### src/rtl/nand_or_accumulator_if.sv
// Handshake bundle for nand_or_accumulator: beat input side and result output side.
// Optional out_parity signal exists only when NAND_OR_PARITY_EN is defined.
// slave = the accumulator block, master = the upstream/downstream agent driving it.
interface nand_or_accumulator_if #(
  parameter int WIDTH = 8,
  parameter int BEATS = 4
);
  localparam int CW = $clog2(BEATS + 1);

  logic             in_valid;
  logic             in_ready;
  logic [WIDTH-1:0] in_a;
  logic [WIDTH-1:0] in_b;
  logic             flush;
  logic             out_valid;
  logic             out_ready;
  logic [WIDTH-1:0] out_or;
  logic [CW-1:0]    out_beats;
`ifdef NAND_OR_PARITY_EN
  logic             out_parity;
`endif

  modport slave (
    input  in_valid, in_a, in_b, flush, out_ready,
    output in_ready, out_valid, out_or, out_beats
`ifdef NAND_OR_PARITY_EN
    , output out_parity
`endif
  );

  modport master (
    output in_valid, in_a, in_b, flush, out_ready,
    input  in_ready, out_valid, out_or, out_beats
`ifdef NAND_OR_PARITY_EN
    , input out_parity
`endif
  );
endinterface

### src/rtl/nand_or_accumulator.sv
// OR-accumulates NAND-built per-beat ORs of in_a/in_b over BEATS beats (or until flush); optional out_parity via NAND_OR_PARITY_EN.
// Latency: result valid the cycle after the final beat's accept edge; one result per BEATS+1 cycles.
// Backpressure: while a result is held, in_ready=0 and the result stays stable until out_ready.
module nand_or_accumulator #(
  parameter int WIDTH = 8,
  parameter int BEATS = 4
) (
  input  logic                  clk,
  input  logic                  rst,
  nand_or_accumulator_if.slave  bus
);
  localparam int CW = $clog2(BEATS + 1);
  localparam logic [CW-1:0] BEATS_C = CW'(BEATS);

  typedef enum logic {ACCUM = 1'b0, HOLD = 1'b1} state_t;

  // Two-input NAND on vectors; the only gate used to build the OR.
  function automatic logic [WIDTH-1:0] nand2(input logic [WIDTH-1:0] x, input logic [WIDTH-1:0] y);
    return ~(x & y);
  endfunction

  state_t         state_q, state_d;
  logic [WIDTH-1:0] acc_q, acc_d;
  logic [CW-1:0]  cnt_q, cnt_d;
  logic [WIDTH-1:0] out_or_q, out_or_d;
  logic [CW-1:0]  out_beats_q, out_beats_d;
`ifdef NAND_OR_PARITY_EN
  logic           out_parity_q, out_parity_d;
`endif

  logic [WIDTH-1:0] beat;
  logic [CW-1:0]    cnt_inc;
  logic             accept;

  // Per-beat OR from NANDs; acc only absorbs it on accept, so X operands while idle never reach state.
  always_comb begin
    beat    = nand2(nand2(bus.in_a, bus.in_a), nand2(bus.in_b, bus.in_b));
    cnt_inc = cnt_q + 1'b1;
    accept  = bus.in_valid && (state_q == ACCUM);
  end

  // Next-state and datapath updates for the ACCUM/HOLD machine.
  always_comb begin
    state_d     = state_q;
    acc_d       = acc_q;
    cnt_d       = cnt_q;
    out_or_d    = out_or_q;
    out_beats_d = out_beats_q;
    unique case (state_q)
      ACCUM: begin
        if (accept) begin
          acc_d = acc_q | beat;
          cnt_d = cnt_inc;
          if ((cnt_inc == BEATS_C) || bus.flush) begin
            state_d     = HOLD;
            out_or_d    = acc_q | beat;
            out_beats_d = cnt_inc;
          end
        end else if (bus.flush && (cnt_q != '0)) begin
          // Early close with what has been gathered; an empty flush produces nothing.
          state_d     = HOLD;
          out_or_d    = acc_q;
          out_beats_d = cnt_q;
        end
      end
      HOLD: begin
        if (bus.out_ready) begin
          state_d = ACCUM;
          acc_d   = '0;
          cnt_d   = '0;
        end
      end
      default: state_d = ACCUM;
    endcase
  end

`ifdef NAND_OR_PARITY_EN
  // Parity tracks the word being registered so it changes only with out_or.
  always_comb begin
    out_parity_d = ^out_or_d;
  end
`endif

  // State registers; reset discards any partial accumulation and any held result.
  always_ff @(posedge clk) begin
    if (rst) begin
      state_q      <= ACCUM;
      acc_q        <= '0;
      cnt_q        <= '0;
      out_or_q     <= '0;
      out_beats_q  <= '0;
`ifdef NAND_OR_PARITY_EN
      out_parity_q <= 1'b0;
`endif
    end else begin
      state_q      <= state_d;
      acc_q        <= acc_d;
      cnt_q        <= cnt_d;
      out_or_q     <= out_or_d;
      out_beats_q  <= out_beats_d;
`ifdef NAND_OR_PARITY_EN
      out_parity_q <= out_parity_d;
`endif
    end
  end

  // Handshake outputs depend on state only.
  always_comb begin
    bus.in_ready   = (state_q == ACCUM);
    bus.out_valid  = (state_q == HOLD);
    bus.out_or     = out_or_q;
    bus.out_beats  = out_beats_q;
`ifdef NAND_OR_PARITY_EN
    bus.out_parity = out_parity_q;
`endif
  end

endmodule

### src/flat_wrapper.sv
// flat-port wrapper written by rule: the top's interface ports become plain ports
module nand_or_accumulator_flat 
#(
  parameter int WIDTH = 8,
  parameter int BEATS = 4
)
  (clk, rst, bus_in_valid, bus_in_a, bus_in_b, bus_flush, bus_out_ready, bus_in_ready, bus_out_valid, bus_out_or, bus_out_beats);
  nand_or_accumulator_if #(.WIDTH(WIDTH), .BEATS(BEATS)) bus_i ();
  input  logic clk;
  input  logic rst;
  input wire logic [$bits(bus_i.in_valid)-1:0] bus_in_valid;
  input wire logic [$bits(bus_i.in_a)-1:0] bus_in_a;
  input wire logic [$bits(bus_i.in_b)-1:0] bus_in_b;
  input wire logic [$bits(bus_i.flush)-1:0] bus_flush;
  input wire logic [$bits(bus_i.out_ready)-1:0] bus_out_ready;
  output wire logic [$bits(bus_i.in_ready)-1:0] bus_in_ready;
  output wire logic [$bits(bus_i.out_valid)-1:0] bus_out_valid;
  output wire logic [$bits(bus_i.out_or)-1:0] bus_out_or;
  output wire logic [$bits(bus_i.out_beats)-1:0] bus_out_beats;
  assign bus_i.in_valid = bus_in_valid;
  assign bus_i.in_a = bus_in_a;
  assign bus_i.in_b = bus_in_b;
  assign bus_i.flush = bus_flush;
  assign bus_i.out_ready = bus_out_ready;
  assign bus_in_ready = bus_i.in_ready;
  assign bus_out_valid = bus_i.out_valid;
  assign bus_out_or = bus_i.out_or;
  assign bus_out_beats = bus_i.out_beats;
  nand_or_accumulator #(.WIDTH(WIDTH), .BEATS(BEATS)) u_core (.clk(clk), .rst(rst), .bus(bus_i));
endmodule
### config.mk
export PLATFORM = sky130hd
export DESIGN_NAME = nand_or_accumulator_flat
export DESIGN_NICKNAME = d
export VERILOG_FILES = /design/src/rtl/nand_or_accumulator_if.sv /design/src/rtl/nand_or_accumulator.sv /design/src/flat_wrapper.sv
export SDC_FILE = /design/constraint.sdc
export NUM_CORES = 1
export LEC_CHECK = 0
export ABC_AREA = 1
export CAP_MARGIN = 10
export CELL_PAD_IN_SITES_DETAIL_PLACEMENT = 1
export CELL_PAD_IN_SITES_GLOBAL_PLACEMENT = 1
export CORE_MARGIN = 1
export CORE_UTILIZATION = 28
export CTS_BUF_LIST = sky130_fd_sc_hd__clkbuf_2 sky130_fd_sc_hd__clkbuf_4 sky130_fd_sc_hd__clkbuf_8
export CTS_CLUSTER_DIAMETER = 150
export DETAILED_ROUTE_END_ITERATION = 8
export HOLD_SLACK_MARGIN = 0.03
export PLACE_DENSITY_LB_ADDON = 0.25
export SYNTH_ARGS = -nofsm -noshare
export SYNTH_HDL_FRONTEND = slang
export SYNTH_SLANG_ARGS = --single-unit
### constraint.sdc
create_clock -name clk -period 1.3 [get_ports clk]
set_clock_uncertainty 0.05 [all_clocks]
set_input_delay 0.26 -clock clk [delete_from_list [all_inputs] [get_ports clk]]
set_output_delay 0.26 -clock clk [all_outputs]
set_load 0.01 [all_outputs]
==> impl_metrics.yaml <==
run_status:
  status: "finished, violations left"
  violations: "negative setup slack"
clocking:
  clk_pin_slew_ns: 0.14
  htreeDepth: 1
  hold_buffers: 0
  cts_sinks: 23
  cts_tree: "yes"
  clockBufferDepth: 2
  cts_buffers: 3
  clockRootBuffer: "clkbuf_4"
  clk_latency_ns: 0.33
logic_synthesis:
  post-synth-top-count-cell: "nand2_1"
  synth-edff-count: 0
  yosysWarningCount: 0
  syn_area_um2: 1020
  yosysUniqueCellTypes: 17
  yosys.area.top_type: "dfxtp_1"
  ys_ff_latch: 23
  ys_seq_area_share_pct: 44.9
  syn_nets: 179
  synthTopCellsByCount: "46 x nand2_1, 27 x inv_1, 26 x nor2_1"
  yosysTopAreaCellShare_pct: 44.9
  syn_inst: 155
  synthFlopType: "dfxtp_1"
  syn_area_per_cell_um2: 6.61
  synthArstFlopShare_pct: 0
  synthTopCellsByArea: "dfxtp_1 45%, nand2_1 17%, inv_1 9.9%"
finish:
  drive_gt1_share_pct: 27.8
  fin_util_pct: 51.3
  fillers: 433
  fin_nets: 230
  area_delta_synth_final_pct: 70.9
  num_antenna_cells: 0
  multiInputGateArea_um2: 572
  fin_area_um2: 1750
  seqCellArea_um2: 473
route:
  wire_per_inst_um: 12.5
  route.detailed.drc: 0
  via_per_inst: 4.47
  wl_um: 3150
  vias: 1122
  first_pass_iters: 3
  antenna_left: 0
  drt_iter0_drc: 26
pwr:
  peakVddDrop_v: 0.000528
  p_leak_nw: 0.855
  powerDensity_nw_per_um2: 1020
floorplanning:
  initial_core_util_pct: 30.0
  die_area_um2: 3910
  dieHeight_um: 62.5
  core_um2: 3420
  rows: 21
  die_w_um: 62.5
  io_pins: 34
placed_design:
  dp_hpwl_um: 2120
  dpl_worst_slack_ns: -0.277
  gp_congestion: 0.802
  place_area_um2: 1490
  port_buffers: 33
sta:
  setup_viol: 11
  fin_tns_setup_ns: -1.33
  grt_setup_unrepaired: "true"
  worst_slew_pin_slew_ns: 0.239
  worst_slack_ns: -0.153
  relSlewSlack_pct: 83.9
  period_needed_ns: 1.45
  maxSlewViolCount: 0
  fmax_ghz: 0.688
  fin_crit_sh_pct: 112
  hold_viol: 0
critical_path:
  reg2reg_setup_slack_ns: -0.15
  reg2reg_depth: 8
  r2r-end: "u_core.bus.out_or[7]$_SDFFE_PP0P_"
  end_kind: "register"
  crit_type: "register to register"
  setup.worst_path.start: "u_core.cnt_q[1]$_SDFFE_PP0P_"
  cp.required_ns: 1.49
  path_max_fanout: 10
  cp.arrival_ns: 1.64
  crit_end: "u_core.bus.out_or[7]$_SDFFE_PP0P_"
  r2r-start: "u_core.cnt_q[1]$_SDFFE_PP0P_"
  crit_path_start_kind: "register"
hold_path:
  whs_path_depth: 2
  hold_path.class: "register to register"
global_routing:
  grt_pass1_wl_um: 5420
  grt_antenna_before_repair: 0
  grt-ovfl-total: 0
  grt_max_degree: 14
  grt_pass1_vias: 1215
  track_usage_pct: 17.6
flow_run:
  drv_cap: 0
flip-flops by register name, indices dropped and copies added, names as in the netlist:
signal,flops
u_core.cnt_q,3
u_core.bus.out_beats,3
u_core.acc_q,8
u_core.bus.out_or,8
u_core.bus.out_valid,1
power breakdown:
group,internal (mW),switching (mW)
logic,0.316,0.307
clock network,0.116,0.236
registers,0.780,0.0348
total,1.21,0.578
final cells by class:
cell class / count / area share (%)
tap: 46 / 3.29
clock buffer: 3 / 1.29
timing repair buffer: 50 / 29.0
inverter: 29 / 6.50
sequential: 23 / 27.0
clock inverter: 1 / 0.286
multi-input combinational: 99 / 32.6
worst max-delay path, stage by stage (launching register included):
cell and delay, ns:
dfxtp_4 0.39, ha_4 0.14, ha_4 0.13, nand2_2 0.05
nand2_2 0.09, nand3_4 0.14, buf_16 0.19, nor2_1 0.13
nor2_2 0.05
worst min-delay path by stage:
stage	from	end	slack, ns
2_1_floorplan	rst	u_core.cnt_q[1]$_SDFFE_PP0P_	0.28
3_3_place_gp	u_core.acc_q[6]$_SDFFE_PP0P_	u_core.acc_q[6]$_SDFFE_PP0P_	0.39
3_5_place_dp	u_core.acc_q[3]$_SDFFE_PP0P_	u_core.acc_q[3]$_SDFFE_PP0P_	0.40
4_1_cts	u_core.acc_q[3]$_SDFFE_PP0P_	u_core.acc_q[3]$_SDFFE_PP0P_	0.42
5_1_grt	rst	u_core.cnt_q[1]$_SDFFE_PP0P_	0.44
6_report	u_core.acc_q[5]$_SDFFE_PP0P_	u_core.acc_q[5]$_SDFFE_PP0P_	0.42
stage by stage:
step,power (mW),hold WS [ns],instances
floorplan,1.06,0.279,155
global placement,1.29,0.395,241
detailed placement,1.32,0.404,241
CTS,1.73,0.423,251
global route,1.90,0.443,251
finish,1.79,0.421,251
kinds of logic (layout without fill, tap and decap cells):
kind of cell	after synthesis	after routing	share of synthesized area [%]
AO/OA/AOI/OAI	19	19	9.89
adder cells (fa/ha/maj)	3	3	3.66
buffers and inverters	33	83	12.5
flip-flops	23	23	44.9
AND/OR/NAND/NOR	77	77	29.1
routing by layer:
| layer | track usage, % | vias to the layer above | share of wire, % | wire (um) |
|---|---|---|---|---|
| met5 | 0 | - | 0 | 0 |
| met4 | 6.98 | 0 | 1.8 | 58 |
| met3 | 2.01 | 5 | 3.0 | 94 |
| met2 | 34.8 | 20 | 53 | 1670 |
| met1 | 18.6 | 536 | 42 | 1320 |
| li1 | - | 561 | - | - |
cells in the final DEF, fill, tap and decap left out, types with 2 or more instances in the layout:
master / Yosys / routed
nand2_1: 46 / 36
inv_1: 27 / 25
clkdlybuf4s50_1: 0 / 20
nor2_1: 26 / 19
dfxtp_1: 23 / 17
buf_4: 0 / 12
dlygate4sd2_1: 0 / 9
a21oi_1: 8 / 8
nand2_2: 1 / 7
nor2_2: 0 / 7
o21ai_1: 1 / 5
nand2_4: 0 / 4
dfxtp_2: 0 / 4
inv_2: 2 / 3
ha_4: 0 / 3
clkbuf_4: 0 / 3
buf_6: 0 / 3
clkdlybuf4s15_1: 0 / 3
nand3_1: 3 / 2
o21ai_0: 7 / 2
buf_16: 0 / 2
dfxtp_4: 0 / 2
repair_timing:
| item | 4_1_cts | 5_1_grt |
|---|---|---|
| endpoints found under the setup margin | 24 | 29 |
| buffers inserted | 4 | 0 |
| gates cloned | 2 | 0 |
| resized for setup | 39 | 34 |
| pin swaps | 5 | 6 |
Power figures use the tool's default switching activity.
==> RTL change: new RTL, config.mk and constraints unchanged <==
`WIDTH` is set to 8 in 3 places; all go to 10.
--- a/src/rtl/nand_or_accumulator_if.sv
+++ b/src/rtl/nand_or_accumulator_if.sv
@@ -2,7 +2,7 @@
 // Optional out_parity signal exists only when NAND_OR_PARITY_EN is defined.
 // slave = the accumulator block, master = the upstream/downstream agent driving it.
 interface nand_or_accumulator_if #(
-  parameter int WIDTH = 8,
+  parameter int WIDTH = 10,
   parameter int BEATS = 4
 );
   localparam int CW = $clog2(BEATS + 1);
--- a/src/rtl/nand_or_accumulator.sv
+++ b/src/rtl/nand_or_accumulator.sv
@@ -2,7 +2,7 @@
 // Latency: result valid the cycle after the final beat's accept edge; one result per BEATS+1 cycles.
 // Backpressure: while a result is held, in_ready=0 and the result stays stable until out_ready.
 module nand_or_accumulator #(
-  parameter int WIDTH = 8,
+  parameter int WIDTH = 10,
   parameter int BEATS = 4
 ) (
   input  logic                  clk,
--- a/src/flat_wrapper.sv
+++ b/src/flat_wrapper.sv
@@ -1,7 +1,7 @@
 // flat-port wrapper written by rule: the top's interface ports become plain ports
 module nand_or_accumulator_flat 
 #(
-  parameter int WIDTH = 8,
+  parameter int WIDTH = 10,
   parameter int BEATS = 4
 )
   (clk, rst, bus_in_valid, bus_in_a, bus_in_b, bus_flush, bus_out_ready, bus_in_ready, bus_out_valid, bus_out_or, bus_out_beats);
Ports: changed (resized bus_in_a, bus_in_b and bus_out_or); port bits go from 34 to 40. No check against the original RTL was run, so the function may have changed too.
==> RTL change against the unedited design <==
The run still ends with setup timing left. Routed wire length grew 12%. First-iteration DRC count is 120% higher. Worst setup slack gained 120 ps. Critical path type unchanged. Design area is 13% higher. Sequential share of layout area up 0.50 points. Sequential cell count grew 4. Total power increased by 19%. Global-route usage down 2.2 points. Non-clock buffer count stayed put. Maximum frequency up 8.7%. Area after synthesis up 23%. Sequential power rose by 17%.
==> RTL change: results (changes against the unedited design) <==
[status]
outcome = complete, but fails checks  ; unchanged
violations = setup timing  ; unchanged

[synthesis]
syn_inst = 187  ; was 155
yosys_warnings = 0  ; unchanged
seq_area_frac_synth_pct = 42.7  ; was 44.9%
post_synth_most_frequent_cells = sky130_fd_sc_hd__nand2_1 (56), sky130_fd_sc_hd__inv_1 (35), sky130_fd_sc_hd__nor2_1 (33)  ; was sky130_fd_sc_hd__nand2_1 (46), sky130_fd_sc_hd__inv_1 (27), sky130_fd_sc_hd__nor2_1 (26)
netlist_top_cells_area = sky130_fd_sc_hd__dfxtp_1 (43%), sky130_fd_sc_hd__nand2_1 (17%), sky130_fd_sc_hd__inv_1 (10%)  ; was sky130_fd_sc_hd__dfxtp_1 (45%), sky130_fd_sc_hd__nand2_1 (17%), sky130_fd_sc_hd__inv_1 (9.9%)
synthesis.nets = 215  ; was 179
synthArstFlopShare_pct = 0  ; unchanged
ys_types = 20  ; was 17

[finish]
nFillCells = 545  ; was 433
layout-drive-gt1-share_pct = 21.0  ; was 27.8%
number_of_diodes_added_for_antenna_fixing = 0  ; unchanged
final_nets = 267  ; was 230

[detailed_routing]
drt_first_pass_iters = 4  ; was 3
drt_iter0_drc = 57  ; was 26
routed_via_density = 4.36  ; was 4.47
wl_mm = 3.53  ; was 3.15 mm
drt-wirelength-per-cell_um = 12.2  ; was 12.5 um

[pwr]
vdd_drop_max_v = 0.000465  ; was 0.000528 V
power.static_leakage_uw = 0.000983  ; was 0.000855 uW

[clocking]
htree_num_levels = 1  ; unchanged
root_buffer = sky130_fd_sc_hd__clkbuf_8  ; was sky130_fd_sc_hd__clkbuf_4
cts_inserted_buffers = 3  ; unchanged
cts.clk_slew.worst_paths_ps = 110  ; was 140 ps
clock_tree.buffer_depth = 2  ; unchanged
clk-insertion-delay-late_ps = 280  ; was 330 ps

[placed_design]
globalplace.congestion = 0.728  ; was 0.802
dp.final_hpwl_mm = 2.28  ; was 2.12 mm
place_inst = 282  ; was 241
portBuffers = 39  ; was 33
placedInstanceArea_mm2 = 0.00174  ; was 0.00149 mm2

[sta]
postLayoutSetupSlackWorst_ps = -36.9  ; was -153 ps
max_transition_margin_pct = 81.9  ; was 83.9%
finalSetupViolations = 7  ; was 11
finalSetupTns_ps = -146  ; was -1330 ps

[critical_path]
data_arrival_time_of_the_critical_path_ps = 1470  ; was 1640 ps
crit_path_max_fanout = 6  ; was 10

[global_route]
antenna_found_initial = 0  ; unchanged
first_global_vias = 1321  ; was 1215
maximum_number_of_pins_on_one_net_before_global_route_repair = 17  ; was 14
globalRoute.totalOverflow = 0  ; unchanged
grt_first_pass_wirelength_mm = 6.00  ; was 5.42 mm
grt_usage_pct = 15.4  ; was 17.6%

[min_path]
worst_hold_path_type = flip-flop to flip-flop  ; unchanged

RTL change: final timing paths:
path	startpoint	to	slack [ps]	cells past startpoint
max	u_core.cnt_q[0]	u_core.bus.out_beats[0]	-40	8
min	u_core.acc_q[5]	u_core.acc_q[5]	410	2
max reg2reg	u_core.cnt_q[0]	u_core.bus.out_beats[0]	-40	8
min reg2reg	u_core.acc_q[5]	u_core.acc_q[5]	410	2
RTL change: per-stage QoR:
step                      worst slack (ps)  util, %  power, uW
after CTS                            -24.3     44.3       2100
final                                -36.9     45.5       2120
after floorplan                       2.52        -       1290
after global placement                -284     40.0       1530
after global routing                 -90.7     45.5       2250
after detailed placement              -293     40.0       1550
RTL change: timing repair:
item,in CTS,in global routing
gates resized for setup,43,15
endpoints found under the setup margin,28,17
gates cloned,3,0
buffers inserted,1,0
pin swaps,10,7
RTL change: power breakdown:
part           internal, uW  switching, uW
logic                   291            358
clock network           218            303
registers               915           39.2
total                  1420            701
RTL change: layer usage:
layer  vias up  share of wire, %  GRT usage (%)
met5         -                 0              0
met4         0              0.54           3.40
met3         2               3.9           1.74
met2        30                51           28.5
met1       574                44           19.1
li1        659                 -              -
RTL change: kinds of logic after synthesis:
| group | Yosys count | share of synthesized area [%] |
|---|---|---|
| AO/OA/AOI/OAI | 16 | 7.32 |
| adder cells (fa/ha/maj) | 3 | 2.97 |
| buffers and inverters | 42 | 14.9 |
| flip-flops | 27 | 42.7 |
| AND/OR/NAND/NOR | 99 | 32.0 |
RTL change: final cells by class:
class | count | area (um2) | share of cell area (%)
clock buffer | 3 | 41.3 | 2.09
clock inverter | 1 | 7.51 | 0.379
inverter | 36 | 140 | 7.08
multi-input combinational | 121 | 724 | 36.6
sequential | 27 | 544 | 27.5
tap | 52 | 65.1 | 3.29
timing repair buffer | 50 | 457 | 23.1
RTL change: worst max-delay path, cell delays in order (launching register included):
cell	delay (ps)
sky130_fd_sc_hd__dfxtp_2	350
sky130_fd_sc_hd__buf_4	140
sky130_fd_sc_hd__inv_4	60
sky130_fd_sc_hd__ha_4	140
sky130_fd_sc_hd__nand3_4	140
sky130_fd_sc_hd__nand3_4	190
sky130_fd_sc_hd__nand2_1	70
sky130_fd_sc_hd__nand2_1	50
sky130_fd_sc_hd__nor2_1	40
